$ cat src/rtl/vl6180x_i2c_master.sv
// Byte-level I2C master for VL6180X register accesses (16-bit index, 8-bit data).
// SCL/SDA are open-drain: an output of 1 pulls the line low, 0 releases it.
module vl6180x_i2c_master #(
    parameter int         QUARTER  = 30,
    parameter logic [6:0] DEV_ADDR = 7'h29
) (
    input  logic        CLK_12M,
    input  logic        RST_N,
    input  logic        START,
    input  logic        RW,
    input  logic [15:0] INDEX,
    input  logic [7:0]  WDATA,
    output logic [7:0]  RDATA,
    output logic        BUSY,
    output logic        DONE,
    output logic        NACK,
    output logic        SCL_OE,
    output logic        SDA_OE,
    input  logic        SDA_IN
);
    localparam int            QW    = (QUARTER > 1) ? $clog2(QUARTER) : 1;
    localparam logic [QW-1:0] QLAST = QW'(QUARTER - 1);

    typedef enum logic [2:0] {
        ST_IDLE,
        ST_START,
        ST_TXBYTE,
        ST_RXBYTE,
        ST_RESTART,
        ST_STOP,
        ST_FINISH
    } state_t;

    state_t        state_q, state_d;
    logic [QW-1:0] qcnt_q, qcnt_d;
    logic [1:0]    phase_q, phase_d;
    logic [3:0]    bit_q, bit_d;
    logic [1:0]    byte_q, byte_d;
    logic          first_q, rw_q, busy_q, done_q, nack_q, scl_q, sda_q;
    logic          scl_d, sda_d;
    logic [15:0]   index_q;
    logic [7:0]    wdata_q, rx_q, rdata_q, txByte;
    logic          accept, active, tick, sample, slotEnd;

    assign accept  = START && !busy_q;
    // The cycle right after accept is a lead-in; quarter counting starts one edge later.
    assign active  = busy_q && !first_q;
    assign tick    = active && (qcnt_q == QLAST);
    assign sample  = tick && (phase_q == 2'd2);
    assign slotEnd = tick && (phase_q == 2'd3);

    always_comb begin
        state_d = state_q;
        qcnt_d  = qcnt_q;
        phase_d = phase_q;
        bit_d   = bit_q;
        byte_d  = byte_q;
        if (accept) begin
            state_d = ST_START;
            qcnt_d  = '0;
            phase_d = 2'd0;
            bit_d   = 4'd0;
            byte_d  = 2'd0;
        end else if (state_q == ST_FINISH) begin
            state_d = ST_IDLE;
        end else if (active) begin
            qcnt_d  = tick ? '0 : qcnt_q + QW'(1);
            phase_d = tick ? phase_q + 2'd1 : phase_q;
            if (slotEnd) begin
                case (state_q)
                    ST_START: begin
                        state_d = ST_TXBYTE;
                        bit_d   = 4'd0;
                        byte_d  = 2'd0;
                    end
                    ST_TXBYTE: begin
                        if (bit_q != 4'd8) begin
                            bit_d = bit_q + 4'd1;
                        end else begin
                            bit_d  = 4'd0;
                            byte_d = byte_q + 2'd1;
                            if (nack_q)
                                state_d = ST_STOP;
                            else if (byte_q == 2'd2 && rw_q)
                                state_d = ST_RESTART;
                            else if (byte_q == 2'd3)
                                state_d = rw_q ? ST_RXBYTE : ST_STOP;
                        end
                    end
                    ST_RXBYTE: begin
                        if (bit_q != 4'd8)
                            bit_d = bit_q + 4'd1;
                        else
                            state_d = ST_STOP;
                    end
                    ST_RESTART: begin
                        state_d = ST_TXBYTE;
                        bit_d   = 4'd0;
                    end
                    ST_STOP:  state_d = ST_FINISH;
                    default:  state_d = ST_IDLE;
                endcase
            end
        end
    end

    always_comb begin
        case (byte_d)
            2'd0:    txByte = {DEV_ADDR, 1'b0};
            2'd1:    txByte = index_q[15:8];
            2'd2:    txByte = index_q[7:0];
            default: txByte = rw_q ? {DEV_ADDR, 1'b1} : wdata_q;
        endcase
    end

    // Line levels are decoded from the next position so the pins come straight from flops.
    always_comb begin
        scl_d = 1'b0;
        sda_d = 1'b0;
        case (state_d)
            ST_START: begin
                scl_d = (phase_d == 2'd3);
                sda_d = (phase_d != 2'd0);
            end
            ST_TXBYTE: begin
                scl_d = (phase_d < 2'd2);
                sda_d = !bit_d[3] && !txByte[~bit_d[2:0]];
            end
            ST_RXBYTE:  scl_d = (phase_d < 2'd2);
            ST_RESTART: begin
                scl_d = (phase_d == 2'd0) || (phase_d == 2'd3);
                sda_d = (phase_d >= 2'd2);
            end
            ST_STOP: begin
                scl_d = (phase_d == 2'd0);
                sda_d = (phase_d < 2'd2);
            end
            default: begin
                scl_d = 1'b0;
                sda_d = 1'b0;
            end
        endcase
    end

    always_ff @(posedge CLK_12M or negedge RST_N) begin
        if (!RST_N) begin
            state_q <= ST_IDLE;
            qcnt_q  <= '0;
            phase_q <= 2'd0;
            bit_q   <= 4'd0;
            byte_q  <= 2'd0;
            first_q <= 1'b0;
            rw_q    <= 1'b0;
            index_q <= 16'h0000;
            wdata_q <= 8'h00;
            rx_q    <= 8'h00;
            rdata_q <= 8'h00;
            busy_q  <= 1'b0;
            done_q  <= 1'b0;
            nack_q  <= 1'b0;
            scl_q   <= 1'b0;
            sda_q   <= 1'b0;
        end else begin
            state_q <= state_d;
            qcnt_q  <= qcnt_d;
            phase_q <= phase_d;
            bit_q   <= bit_d;
            byte_q  <= byte_d;
            first_q <= accept;
            busy_q  <= (state_d != ST_IDLE) && (state_d != ST_FINISH);
            done_q  <= (state_d == ST_FINISH);
            scl_q   <= scl_d;
            sda_q   <= sda_d;
            if (accept) begin
                rw_q    <= RW;
                index_q <= INDEX;
                wdata_q <= WDATA;
                nack_q  <= 1'b0;
            end else if (sample && state_q == ST_TXBYTE && bit_q == 4'd8 && SDA_IN) begin
                nack_q  <= 1'b1;
            end
            if (sample && state_q == ST_RXBYTE && !bit_q[3])
                rx_q <= {rx_q[6:0], SDA_IN};
            if (slotEnd && state_q == ST_RXBYTE && bit_q[3])
                rdata_q <= rx_q;
        end
    end

    assign RDATA  = rdata_q;
    assign BUSY   = busy_q;
    assign DONE   = done_q;
    assign NACK   = nack_q;
    assign SCL_OE = scl_q;
    assign SDA_OE = sda_q;

endmodule

$ cat config.mk
export PLATFORM = sky130hd
export DESIGN_NAME = vl6180x_i2c_master
export DESIGN_NICKNAME = d
export VERILOG_FILES = /design/src/rtl/vl6180x_i2c_master.sv
export SDC_FILE = /design/constraint.sdc
export NUM_CORES = 1
export LEC_CHECK = 0
export CORE_ASPECT_RATIO = 0.6
export CORE_MARGIN = 2
export CORE_UTILIZATION = 55
export DETAILED_ROUTE_END_ITERATION = 10
export PLACE_DENSITY = 0.77
export SYNTH_ARGS = -nofsm -noshare
export SYNTH_HDL_FRONTEND = slang
export SYNTH_SLANG_ARGS = --single-unit
$ cat constraint.sdc
create_clock -name CLK_12M -period 6.2 [get_ports CLK_12M]
set_clock_uncertainty 0.2 [all_clocks]
set_input_delay 1.24 -clock CLK_12M [delete_from_list [all_inputs] [get_ports CLK_12M]]
set_output_delay 1.24 -clock CLK_12M [all_outputs]
set_load 0.1 [all_outputs]
==> metrics <==
status complete, no violations; largest net degree at the start of global routing 64; unrepaired setup endpoints after global routing no; Final Wtd Congestion 0.9289; Logic pwr share 0.385; Clock Latency Late Sink 350 ps; leading register cell type out of synthesis dfrtp_1; initial antenna violation count 0; Max VDD drop 0.2136 mV; GRT overflow 0; sequential power share 0.409; Syn Std Cell Area 3317 um^2; I/O pin count 42; Worst-path clk slew 80 ps; number of synthesized flops with an enable pin 0; crit-path max FO 31; FF-to-FF setup slack 2740 ps; Placed Cells 466; Vias per Instance 5.749; clock power share 0.206; number of global-route vias before repair 2557; Routed WL 7526 um; power per cell area 418.5 nW/um^2; Initial Utilization 0.5817; Antenna Violating Nets Remaining 0; Slew @ Worst Pin 980.5 ps; Worst R2R End SDA_OE; first-pass GRT wire length 12630 um; Rows 21; hold_sp index_q[10]; CTS resizes 0; crit path time final 3786 ps; Slew HR 0.3443; DRC 0; Yosys warnings 0; Sw Ratio 0.4300; critical path class primary input to flip-flop; CP startpoint START; Psw 714.3 uW; Seq/Total Area, Yosys 0.4753; Worst R2R Path Depth 12; Fin. Hold Viols 0; Worst setup SP type primary input; WP data arrival 3850 ps; Post-CTS Setup Inserts 0; post-synthesis cell type count 61; Post-Synthesis Cells 357; clk buf depth 2; DRT iter0 DRCs 216; First-pass DRT Iterations 6; flops & latches, synth 63; Final TNS setup 0 ps; most frequent cells in the layout nand2_1 (83), dfrtp_1 (63), clkdlybuf4s50_1 (40); antenna diode count 0; IO Port Bufs 41; Post-CTS Hold Fix Bufs 0; WP data required 6260 ps; # H-tree levels 3; Core Box Area 5702 um^2; hold depth 2; period utilization 0.6107; hold crit path type flip-flop to flip-flop; CTS tree done; clk sinks 63; final setup fails 0; Static Leak 0.001880 uW; Final Non-Filler Cells 482; max_cap viols 0; FFs w/ async S/R, synth 1.000; Pins Over Slew Limit 0; Die ar. 6688 um^2; hpwl dp 5380 um; Global Route Usage Sum 0.2449; beginning of the worst register-to-register path bit_q[0]; syn nets 397; Worst Hold Path EP index_q[10]; layout cells sized above 1 0.1169; WL/cell 15.61 um; Root Driver clkbuf_8; Power Internal 946.7 uW; area delta synth->final 19.65%; Chip Width 104.3 um; syn avg cell area 9.291 um^2; FMAX 0.2641 GHz; DIE HEIGHT 64.16 um; Nets 437; TritonCTS Buffers 9; via count 2771; Worst setup EP type flip-flop; commonest non-fill, non-tap cell in the layout nand2_1
-- Yosys cell counts (2+ instances only) --
cell / n / area share
nand2_1: 83 / 0.094
dfrtp_1: 63 / 0.48
nor2_1: 22 / 0.025
mux2_2: 17 / 0.058
inv_1: 15 / 0.017
a21oi_1: 14 / 0.021
o21ai_0: 14 / 0.021
ha_1: 11 / 0.041
nor3_1: 9 / 0.014
clkbuf_1: 8 / 0.0091
nor2b_1: 8 / 0.015
buf_2: 7 / 0.011
nand3_1: 7 / 0.011
or3_1: 5 / 0.0094
and3_1: 4 / 0.0075
a211oi_1: 3 / 0.0068
a31oi_1: 3 / 0.0057
and2_1: 3 / 0.0057
mux2i_1: 3 / 0.0091
nand2b_1: 3 / 0.0057
o22ai_1: 3 / 0.0057
o31ai_1: 3 / 0.0068
or2_2: 3 / 0.0057
a21o_1: 2 / 0.0045
a221oi_1: 2 / 0.0053
a31o_1: 2 / 0.0053
and3b_1: 2 / 0.0053
and4_1: 2 / 0.0053
nand4_1: 2 / 0.0038
nor3b_1: 2 / 0.0045
xnor2_1: 2 / 0.0053
-- worst max-delay path: stages --
cell             delay, ps
clkdlybuf4s50_1        400
nand2b_1                70
buf_4                  300
o211ai_1               140
mux2i_1                570
inv_1                  230
a221o_1                310
a2111o_1               370
o31ai_2                210
-- power groups by stage --
stage	combinational, uW	sequential, uW	clock, uW
floorplan	446	674	0
global placement	608	678	0
detailed placement	628	681	0
CTS	632	674	349
global route	712	698	369
finish	639	680	343
-- per-layer routing --
metal  share of wire  track usage  vias up
met3            0.10      0.09592       18
met2            0.38       0.3215      135
met4           0.012      0.06926        0
li1                -            -     1316
met1            0.51       0.3700     1302
met5               0            0        -
-- state kept, by name (all words and copies together) (netlist names), 2 cells and up --
name     flops
state_q      3
byte_q       2
bit_q        4
wdata_q      8
qcnt_q       5
RDATA        8
phase_q      2
index_q     16
rx_q         8
-- logic make-up after synthesis --
kind of cell	after synthesis	share of synthesized area
AOI/OAI and AO/OA	62	0.1275
and+or+nand+nor	168	0.2460
DFF	63	0.4753
muxes	20	0.06677
buffers and inverters	31	0.03772
adders and majority gates	11	0.04149
xor gates and xnor gates	2	0.005282
-- worst max path at each step --
| stage | end | slack, ps | depth (start not counted) |
|---|---|---|---|
| floorplan | SDA_OE | 2930 | 9 |
| global placement | SDA_OE | 2190 | 9 |
| detailed placement | SDA_OE | 2140 | 9 |
| CTS | SDA_OE | 2490 | 9 |
| global route | SDA_OE | 2350 | 9 |
| finish | SDA_OE | 2410 | 9 |
-- through the flow --
stage	area (um^2)	hold WS [ps]	worst slack, ps	utilization	total power (uW)
6_report	3969	285.4	2414	0.6961	1661
4_1_cts	3969	285.8	2492	0.6961	1655
2_1_floorplan	3317	236.9	2930	-	1120
5_1_grt	3969	298.1	2345	0.6961	1780
3_3_place_gp	3780	261.2	2186	0.6629	1286
3_5_place_dp	3780	267.3	2139	0.6629	1309
-- area by class of cell --
cell class	count	area [um^2]
clock buffer	10	137.6
timing repair buffer	44	427.9
fill	482	1733
clock inverter	6	51.30
tap	80	100.1
sequential	63	1577
inverter	16	60.06
multi-input combinational	263	1615
Power figures use the tool's default switching activity.
